`config.mk`:
```
export PLATFORM = sky130hd
export DESIGN_NAME = fix_ari_mul
export DESIGN_NICKNAME = d
export VERILOG_FILES = /design/src/rtl/fix_ari_mul.sv
export SDC_FILE = /design/constraint.sdc
export NUM_CORES = 1
export LEC_CHECK = 0
export ABC_AREA = 1
export CORE_MARGIN = 3
export CORE_UTILIZATION = 30
export DETAILED_ROUTE_END_ITERATION = 7
export GPL_ROUTABILITY_DRIVEN = 0
export PLACE_DENSITY_LB_ADDON = 0.05
export SLEW_MARGIN = 5
export SYNTH_ARGS = -nofsm -noshare
export SYNTH_HDL_FRONTEND = slang
export SYNTH_SLANG_ARGS = --single-unit
```
`constraint.sdc`:
```
create_clock -name clk -period 6.8 [get_ports clk]
set_clock_uncertainty 0.2 [all_clocks]
set_input_delay 0.68 -clock clk [delete_from_list [all_inputs] [get_ports clk]]
set_output_delay 0.68 -clock clk [all_outputs]
set_load 0.01 [all_outputs]
```
`src/rtl/fix_ari_mul.sv`:
```
// Three-stage pipelined signed fixed-point multiplier: operand regs, product reg, output regs.
// Emits the 2*WIDTH-1 bit product and a floor-rescaled (>> WIDTH/2) WIDTH-bit product.
module fix_ari_mul #(
    parameter int unsigned WIDTH = 16
) (
    input  logic                   clk,
    input  logic                   rst_n,
    input  logic [WIDTH-1:0]       data_in1,
    input  logic [WIDTH-1:0]       data_in2,
    output logic [2*WIDTH-2:0]     data_out,
    output logic [WIDTH-1:0]       data_out_round
);

    localparam int unsigned PW = 2 * WIDTH - 1;

    logic [WIDTH-1:0] r_a1;
    logic [WIDTH-1:0] r_b1;
    logic [PW-1:0]    r_p2;

    logic [PW-1:0]    w_a_ext;
    logic [PW-1:0]    w_b_ext;
    logic [PW-1:0]    w_prod;
    logic [WIDTH-1:0] w_round;

    // Sign-extending to PW bits and multiplying modulo 2^PW yields exactly the
    // low PW bits of the signed product, so -2^(W-1) squared wraps as intended.
    always_comb begin
        w_a_ext = {{(WIDTH-1){r_a1[WIDTH-1]}}, r_a1};
        w_b_ext = {{(WIDTH-1){r_b1[WIDTH-1]}}, r_b1};
        w_prod  = w_a_ext * w_b_ext;
    end

    always_comb begin
        w_round = {r_p2[PW-1], r_p2[WIDTH+WIDTH/2-2 : WIDTH/2]};
    end

    always_ff @(posedge clk or posedge rst_n) begin
        if (rst_n) begin
            r_a1           <= '0;
            r_b1           <= '0;
            r_p2           <= '0;
            data_out       <= '0;
            data_out_round <= '0;
        end else begin
            r_a1           <= data_in1;
            r_b1           <= data_in2;
            r_p2           <= w_prod;
            data_out       <= r_p2;
            data_out_round <= w_round;
        end
    end

endmodule

```
After elaboration in Yosys (flattened, before gate mapping)
Cells that the tools add are included.

word-level totals
  flip-flop bits (word level) = 110
  output and inout port bits = 47
  input port bits = 34
  logic and storage cells = 6

cells by class
  multipliers = 1

operator list
  kind                                            number
  16-bit by 16-bit multiplier with 31-bit output  1

Longest topological paths before layout
Gate-level depths: netlist of the first run.

  word-level depth = 1
  gate-level depth with buffers = 26
  mapped depth without buffers = 24

Worst setup path before layout of the first run
Ideal clock, no wire load.

  path kind = reg2reg
  start = reg r_a1[15]
  end = reg r_p2[30]
  stages on the path, launching flop included = 25
  setup slack = 0.968 ns
  data required time = 6.484 ns
  clock period less this slack = 5.832 ns
  arrival = 5.516 ns
  path through = dfrtp_1 clkbuf_2 clkbuf_1 nand2_1 inv_1 fa_1 inv_1 fa_1 inv_1 fa_1 fa_1 fa_1 inv_1 fa_1 inv_1 ha_1 nand2_1 nor2_1 nand2_1 nor4_1 nand2_1 nand2_1 inv_1 nand2_1 nand2_1

on the way
  word-level cells in the longest chain between the ends = 1

RTL lines
  what                                            line  source
  from (decl)                                     16    logic [WIDTH-1:0] r_a1;
  from (signal assigned)                          45    r_a1 <= data_in1;
  16-bit by 16-bit multiplier with 31-bit output  30    w_prod = w_a_ext * w_b_ext;
  via w_prod[30]                                  22    logic [PW-1:0] w_prod;
  to (signal assigned)                            47    r_p2 <= w_prod;
  to (decl)                                       18    logic [PW-1:0] r_p2;

The timed path passes the listed nets, and every way through them passes these cells.

Final worst setup path of the first run
  start = reg r_b1[2]
  end = reg r_p2[30]

on the way
  word-level cells in the longest chain between the ends = 1

RTL lines
  what                                            line  source
  from (decl)                                     17    logic [WIDTH-1:0] r_b1;
  from (signal assigned)                          46    r_b1 <= data_in2;
  16-bit by 16-bit multiplier with 31-bit output  30
  via w_prod[30]                                  22

The timed path passes the listed nets, and every way through them passes these cells.

==> results of run 1 <==
[synthesized netlist by cell type, types with 2 or more instances]
master	n
nor3_2	2
clkbuf_1	54
o21bai_1	4
or2_2	5
ha_1	80
xor2_1	20
inv_2	2
nand3_1	25
fa_1	256
inv_1	442
o21a_1	2
nand2_1	343
buf_4	16
nor2_1	45
nor3_1	7
o21ai_1	2
dfrtp_1	94
a21oi_1	33
xnor2_1	5
nand2_2	5
clkbuf_2	3
nand4_1	8
a21o_1	2
o21ai_0	15
[metal layers]
layer  vias to the layer above  GRT usage
met5                         -          0
met4                         0     0.0395
met3                        24     0.0219
met2                       137      0.318
met1                      4604      0.205
li1                       4209          -
[flip-flops by register name (all words and copies together) (netlist names)]
| register | cells |
|---|---|
| data_out | 16 |
| r_b1 | 16 |
| data_out_round | 15 |
| r_p2 | 31 |
| r_a1 | 16 |
[worst max path at each step]
stage                         from        to  cells past startpoint
after floorplan           r_a1[15]  r_p2[30]                     24
after CTS                  r_a1[8]  r_p2[21]                     18
final                      r_b1[2]  r_p2[30]                     20
after global placement     r_a1[8]  r_p2[21]                     18
after detailed placement   r_a1[8]  r_p2[21]                     18
after global routing       r_b1[1]  r_p2[30]                     20
[worst register-to-register path: stages, from the launching register on]
cell and delay [ns]:
dfrtp_1 0.52, nand2_1 0.17, inv_1 0.07, fa_1 0.70, inv_1 0.11, fa_1 0.74, inv_1 0.20, fa_1 0.50
fa_1 0.58, fa_1 0.44, fa_1 0.45, ha_1 0.43, nand2_1 0.17, nor2_1 0.17, nand2_1 0.09, nor4_1 0.18
nand2_1 0.10, nand2_1 0.10, inv_1 0.04, nand2_1 0.05, nand2_1 0.04
[metrics by stage]
stage | utilization | instances | hold slack (ns) | cell area [um^2]
2_1_floorplan | - | 1479 | 0.131 | 12800
3_3_place_gp | 0.335 | 2045 | 0.131 | 14100
3_5_place_dp | 0.335 | 2045 | 0.135 | 14100
4_1_cts | 0.342 | 2061 | 0.139 | 14400
5_1_grt | 0.342 | 2061 | 0.158 | 14400
6_report | 0.342 | 2061 | 0.132 | 14400
[cells by family after synthesis]
family / synth area share
AND/OR/NAND/NOR: 0.139
XOR/XNOR: 0.0171
buffers and inverters: 0.157
flip-flops: 0.183
AO/OA/AOI/OAI: 0.0265
adder cells (fa/ha/maj): 0.478
[layout make-up]
| type | instances | area [um^2] | area share |
|---|---|---|---|
| Multi-Input combinational cell | 867 | 8470 | 0.587 |
| Sequential cell | 94 | 2350 | 0.163 |
| Inverter | 444 | 1670 | 0.116 |
| Timing Repair Buffer | 101 | 958 | 0.0665 |
| Tap cell | 539 | 674 | 0.0468 |
| Clock buffer | 9 | 225 | 0.0156 |
| Clock inverter | 7 | 75.1 | 0.00521 |
==> flow_summary_export.csv, run 1 <==
group,metric,value,unit
status,outcome,"completed",
finish,final_common_cell,"inv_1",
cts,clk_pin_slew_worst_paths,0.10,ns
synthesis,synth-edff-count,0,
global_routing,grt_max_degree,68,
setup_path,reg2reg_to,"r_p2[30]",
cts,cts.sinks,94,
setup_path,critPathTopFamily,"adder cells",
drt,first_pass_iters,5,
setup_path,required,6.87,ns
sta,relSlewSlack,0.422,
finish,fin_nets,1887,
setup_path,worstReg2RegStart,"r_b1[2]",
cts,root_buffer,"clkbuf_16",
cts,cts_buffers,9,
global_routing,grt_pass1_wl,57100,um
sta,setup_viol,0,
global_routing,first_global_vias,10296,
drt,wl_met2,18500,um
drt,num_vias,8974,
drt,viasPerCell,4.35,
floorplanning,initial_core_util,0.304,
floorplanning,core-area,42100,um^2
synthesis,synth-main-ff-cell,"dfrtp_1",
synthesis,synth-seq-cells,94,
floorplanning,dieArea,45300,um^2
setup_path,cp_slowest_stage_delay,0.74,ns
setup_path,cp_slowest_cell,"fa_1",
drt,wl_met1,14700,um
setup_path,cpMostUsedCell,"nand2_1",
cts,cts_resized,0,
sta,hold_viol_final,0,
sta,drv_slew,0,
synthesis,yosysTopAreaCell,"fa_1",
drt,drtIter0Drc,495,
synthesis,synthCells,1479,
setup_path,worst_ep_arrival_time,6.25,ns
sta,fmax,0.162,GHz
synthesis,ys_seq_area_frac,0.183,
synthesis,yosysUniqueCellTypes,33,
setup_path,critPathBufInv,4,
sta,rsz0062_at_grt,"no",
drt,wl_met3,987,um
sta,min_period,6.18,ns
finish,antenna_cells,0,
synthesis,synth_top_area_frac,0.400,
synthesis,synthArstFlopShare,1.00,
cts,cts_setup_buffers,0,
floorplanning,rows,75,
drt,wl_per_cell,16.8,um
drt,top_layer_used,"met4",
floorplanning,num_io_pins,81,
global_routing,grt.total_usage,0.169,
finish,area_growth,12.4,%
placed_design,pre_cts_slack,0.590,ns
cts,cts_hold_buf,0,
setup_path,endpoint_kind,"register",
setup_path,cp_cell_sequence,"nand2_1 -> inv_1 -> fa_1 -> inv_1 -> fa_1 -> inv_1 -> fa_1 -> fa_1 -> fa_1 -> fa_1 -> ha_1 -> nand2_1 -> nor2_1 -> nand2_1 -> nor4_1 -> nand2_1 -> nand2_1 -> inv_1 -> nand2_1 -> nand2_1",
sta,worstMarginPinSlew,0.867,ns
synthesis,ys_top_cells_by_area,"fa_1, dfrtp_1, inv_1",
finish,drive_above_1_share,0.0361,
worst_hold_path,min_from,"r_p2[3]",
floorplanning,die_h,213,um
setup_path,r2r_slack,0.62,ns
drt,drc,0,
global_routing,overflow,0,
job,cap_viol_max_count,0,
synthesis,avgSynthCellArea,8.67,um^2
worst_hold_path,hold_end,"data_out[3]",
cts,clk_path_buf_depth,2,
setup_path,reg2reg_depth,20,
floorplanning,die_x,213,um
synthesis,synth_nets,1849,
setup_path,start_kind,"register",
worst_hold_path,hold_path_class,"register to register",
finish,fill_cells,4433,
drt,wl,34700,um
cts,cts_tree,"built",
setup_path,criticalPathCategory,"register to register",
sta,finalWorstSetupSlack,0.625,ns
finish,layout_common_cells,"inv_1, nand2_1, fa_1",
global_routing,antenna_found_initial,0,
synthesis,syn-cell-area,12800,um^2
setup_path,critPathMaxFanout,8,
placed_design,io_buffers,80,
cts,clock_latency,0.40,ns
drt,drtAntennaViolNets,0,
synthesis,yosys_warnings,0,
cts,htree_levels,3,
sta,fin_crit_sh,0.908,
placed_design,dpl.hpwl,29100,um
worst_hold_path,whs_path_depth,0,
sta,setup_tns,0,ns
Power of run 1 is not shown: default switching activity piles up to over one toggle a cycle in this logic, so the estimate is an artifact.
==> run 2, diff against run 1 <==
--- a/config.mk
+++ b/config.mk
@@ -10,6 +10,7 @@
 export CORE_UTILIZATION = 30
 export DETAILED_ROUTE_END_ITERATION = 7
 export GPL_ROUTABILITY_DRIVEN = 0
+export MAX_ROUTING_LAYER = met4
 export PLACE_DENSITY_LB_ADDON = 0.05
 export SLEW_MARGIN = 5
 export SYNTH_ARGS = -nofsm -noshare
==> run 2 against run 1 <==
First-iteration DRC count is 7.1% lower. Worst setup slack worse by 0.030 ns. Hold slack improved by 0.0011 ns. Count of clock-buffer cells in the layout unchanged. Non-clock buffer count stayed put. Via count increased by 0.11%.
==> flow_summary_export.csv, run 2 (synthesis results as in run 1) <==
group,metric,value,unit
status,outcome,"completed",
setup_path,worst_ep_arrival_time,6.28,ns
cts,cts.sinks,94,
drt,wl,34600,um
worst_hold_path,hold_end,"data_out[3]",
drt,drc,0,
finish,largest_reg_flops,31,
setup_path,required,6.87,ns
drt,wl_per_cell,16.8,um
finish,fin_nets,1887,
cts,cts_setup_buffers,0,
setup_path,start_kind,"register",
global_routing,antenna_found_initial,0,
cts,clk_pin_slew_worst_paths,0.10,ns
cts,cts_tree,"built",
floorplanning,core-area,42100,um^2
global_routing,overflow,0,
setup_path,reg2reg_to,"r_p2[30]",
floorplanning,num_io_pins,81,
finish,drive_above_1_share,0.0361,
worst_hold_path,min_from,"r_p2[3]",
sta,setup_tns,0,ns
finish,regArea,2350,um^2
cts,htree_levels,3,
job,cap_viol_max_count,0,
cts,cts_resized,0,
cts,cts_hold_buf,0,
setup_path,critPathMaxFanout,8,
setup_path,worstReg2RegStart,"r_b1[2]",
drt,first_pass_iters,5,
finish,layout_common_cells,"inv_1, nand2_1, fa_1",
sta,fin_crit_sh,0.912,
placed_design,dpl.hpwl,29100,um
floorplanning,initial_core_util,0.304,
global_routing,grt_pass1_wl,57100,um
sta,setup_viol,0,
setup_path,cpMostUsedCell,"nand2_1",
setup_path,cp_slowest_cell,"fa_1",
finish,area_growth,12.4,%
sta,worstMarginPinSlew,0.869,ns
setup_path,cp_slowest_stage_delay,0.74,ns
finish,multiInputGateArea,8470,um^2
global_routing,grt.total_usage,0.174,
worst_hold_path,hold_path_class,"register to register",
cts,clk_path_buf_depth,2,
global_routing,first_global_vias,10301,
sta,drv_slew,0,
sta,finalWorstSetupSlack,0.595,ns
placed_design,io_buffers,80,
sta,fmax,0.161,GHz
finish,fill_cells,4433,
setup_path,cp_cell_sequence,"nand2_1 -> inv_1 -> fa_1 -> inv_1 -> fa_1 -> inv_1 -> fa_1 -> fa_1 -> fa_1 -> fa_1 -> ha_1 -> nand2_1 -> nor2_1 -> nand2_1 -> nor4_1 -> nand2_1 -> nand2_1 -> inv_1 -> nand2_1 -> nand2_1",
drt,drtIter0Drc,460,
floorplanning,rows,75,
cts,root_buffer,"clkbuf_16",
setup_path,r2r_slack,0.60,ns
cts,clock_latency,0.40,ns
drt,drtAntennaViolNets,0,
sta,min_period,6.20,ns
setup_path,criticalPathCategory,"register to register",
finish,regMostFlops,"r_p2",
finish,final_common_cell,"inv_1",
worst_hold_path,whs_path_depth,0,
setup_path,reg2reg_depth,20,
sta,rsz0062_at_grt,"no",
placed_design,pre_cts_slack,0.590,ns
drt,viasPerCell,4.36,
global_routing,grt_max_degree,68,
setup_path,path_depth,20,
cts,cts_buffers,9,
floorplanning,dieArea,45300,um^2
setup_path,critPathTopFamily,"adder cells",
finish,antenna_cells,0,
floorplanning,die_h,213,um
sta,relSlewSlack,0.421,
setup_path,critPathBufInv,4,
floorplanning,die_x,213,um
sta,hold_viol_final,0,
drt,num_vias,8984,
setup_path,endpoint_kind,"register",
==> run 2: cell counts in the layout (fill, tap and decap cells not counted) <==
No cell type changed its count.
==> run 2: cell type report <==
| class | instances | area share |
|---|---|---|
| Clock inverter | 7 | 0.00521 |
| Tap cell | 539 | 0.0468 |
| Clock buffer | 9 | 0.0156 |
| Timing Repair Buffer | 101 | 0.0665 |
| Multi-Input combinational cell | 867 | 0.587 |
| Sequential cell | 94 | 0.163 |
| Inverter | 444 | 0.116 |
==> run 2: layer usage <==
| layer | routed length [um] | track usage | share of wire | vias up |
|---|---|---|---|---|
| met4 | 437 | 0.0395 | 0.013 | 0 |
| met1 | 14600 | 0.206 | 0.42 | 4605 |
| met5 | 0 | - | 0 | - |
| li1 | - | - | - | 4212 |
| met3 | 1110 | 0.0217 | 0.032 | 21 |
| met2 | 18500 | 0.318 | 0.54 | 146 |
==> run 2: worst max path at each step <==
| stage | startpoint | endpoint | slack (ns) |
|---|---|---|---|
| 6_report | r_b1[2] | r_p2[30] | 0.60 |
| 5_1_grt | r_b1[1] | r_p2[30] | 0.21 |
| 4_1_cts | r_a1[8] | r_p2[21] | 0.56 |
| 3_5_place_dp | r_a1[8] | r_p2[21] | 0.59 |
| 3_3_place_gp | r_a1[8] | r_p2[21] | 0.55 |
| 2_1_floorplan | r_a1[15] | r_p2[30] | 0.97 |
==> run 2: metrics by stage <==
step	util	std cells	hold slack, ns	cell area (um^2)
final	0.342	2061	0.134	14400
after global routing	0.342	2061	0.158	14400
after CTS	0.342	2061	0.139	14400
after detailed placement	0.335	2045	0.135	14100
after global placement	0.335	2045	0.131	14100
after floorplan	-	1479	0.131	12800
==> run 2: worst register-to-register path, stage by stage (launching register included) <==
cell,delay (ns)
dfrtp_1,0.52
nand2_1,0.18
inv_1,0.07
fa_1,0.71
inv_1,0.12
fa_1,0.74
inv_1,0.20
fa_1,0.50
fa_1,0.58
fa_1,0.44
fa_1,0.45
ha_1,0.43
nand2_1,0.18
nor2_1,0.17
nand2_1,0.09
nor4_1,0.17
nand2_1,0.10
nand2_1,0.10
inv_1,0.04
nand2_1,0.05
nand2_1,0.04
Power of run 2 is left out for the same reason.
==> run 3, diff against run 2 <==
--- a/config.mk
+++ b/config.mk
@@ -6,7 +6,7 @@
 export NUM_CORES = 1
 export LEC_CHECK = 0
 export ABC_AREA = 1
-export CORE_MARGIN = 3
+export CORE_MARGIN = 10
 export CORE_UTILIZATION = 30
 export DETAILED_ROUTE_END_ITERATION = 7
 export GPL_ROUTABILITY_DRIVEN = 0
==> run 3 against run 2 <==
Maximum frequency is essentially flat. Register-to-register slack is essentially flat. Critical path type unchanged. Critical endpoint unchanged. Design area grew 0.13%. First-iteration DRC count shrank 8.3%.
==> flow_summary_export.csv, run 3 (synthesis results as in run 1) <==
group,metric,value,unit
drt,drc,0,
finish,fin_nets,1888,
drt,viasPerCell,4.35,
finish,area_growth,12.6,%
finish,final_common_cell,"inv_1",
sta,min_period,6.20,ns
setup_path,worst_ep_arrival_time,6.29,ns
cts,cts_tree,"built",
setup_path,critPathMaxFanout,10,
global_routing,first_global_vias,10474,
sta,setup_tns,0,ns
drt,wl,34900,um
floorplanning,rows,75,
sta,rsz0062_at_grt,"no",
sta,drv_slew,0,
finish,largest_reg_flops,31,
status,outcome,"completed",
cts,clk_pin_slew_worst_paths,0.09,ns
cts,clk_path_buf_depth,2,
setup_path,required,6.89,ns
global_routing,grt.total_usage,0.153,
finish,layout_common_cells,"inv_1, nand2_1, fa_1",
sta,whs,0.149,ns
floorplanning,die_h,227,um
cts,cts_resized,0,
floorplanning,dieArea,51400,um^2
global_routing,grt_max_degree,60,
job,cap_viol_max_count,0,
drt,wl_per_cell,16.9,um
sta,setup_viol,0,
placed_design,io_buffers,80,
floorplanning,initial_core_util,0.304,
sta,relSlewSlack,0.463,
global_routing,antenna_found_initial,0,
cts,cts_hold_buf,0,
cts,cts_buffers,9,
drt,first_pass_iters,5,
drt,drtAntennaViolNets,0,
placed_design,dpl.hpwl,29600,um
drt,num_vias,8971,
cts,cts_setup_buffers,0,
finish,regMostFlops,"r_p2",
drt,drtIter0Drc,422,
finish,antenna_cells,0,
sta,fmax,0.161,GHz
global_routing,overflow,0,
setup_path,start_kind,"register",
floorplanning,die_x,227,um
global_routing,grt_pass1_wl,57500,um
setup_path,endpoint_kind,"register",
floorplanning,core-area,42100,um^2
finish,drive_above_1_share,0.0368,
cts,clock_latency,0.39,ns
cts,root_buffer,"clkbuf_16",
cts,htree_levels,3,
sta,fin_crit_sh,0.912,
sta,hold_viol_final,0,
floorplanning,num_io_pins,81,
cts,cts.sinks,94,
setup_path,criticalPathCategory,"register to register",
worst_hold_path,hold_path_class,"register to register",
sta,worstMarginPinSlew,0.805,ns
run 3: cell count changes in the layout (fill, tap and decap cells not counted):
cell,delta
bufinv_16,+1
buf_4,+1
clkinv_2,+1
clkinv_8,-1
clkinvlp_4,-1
run 3: area by class of cell:
cell class / instances / area, um^2
clock buffers: 9 / 225
clock inverters: 7 / 86.3
fillers: 4417 / 27700
inverters: 444 / 1670
multi-input cells: 867 / 8470
flip-flops and latches: 94 / 2350
well taps: 539 / 674
repair buffers: 102 / 966
run 3: path summary, 6_finish.rpt:
kind                          endpoint    start  slack (ns)  cells after the start
max                           r_p2[30]  r_b1[3]        0.60                     20
min                        data_out[3]  r_p2[3]        0.15                      0
min reg2reg                data_out[3]  r_p2[3]        0.15                      0
max in group asynchronous     r_p2[28]    rst_n        4.78                      3
min in group asynchronous      r_a1[4]    rst_n        0.48                      2
max reg2reg                   r_p2[30]  r_b1[3]        0.60                     20
run 3: worst max-delay path: stages, from the launching register on:
cell     delay [ns]
dfrtp_1        0.56
nand2_1        0.15
inv_1          0.06
fa_1           0.69
inv_1          0.11
fa_1           0.74
inv_1          0.20
fa_1           0.49
fa_1           0.57
fa_1           0.44
fa_1           0.45
ha_1           0.44
nand2_1        0.18
nor2_1         0.17
nand2_1        0.10
nor4_1         0.17
nand2_1        0.10
nand2_1        0.12
inv_1          0.05
nand2_1        0.06
nand2_1        0.05
run 3: metrics by stage:
stage	util	instances	area, um^2	worst slack, ns
floorplan	-	1479	12800	0.968
global placement	0.335	2046	14100	0.617
detailed placement	0.335	2046	14100	0.601
CTS	0.343	2062	14400	0.566
global route	0.343	2062	14400	0.150
finish	0.343	2062	14400	0.600
run 3: routing by layer:
layer / wire, um / up-vias / track usage
li1: - / 4220 / -
met1: 14600 / 4612 / 0.174
met2: 18700 / 110 / 0.277
met3: 1040 / 29 / 0.0224
met4: 576 / 0 / 0.0353
met5: 0 / - / -
Power of run 3 is left out for the same reason.
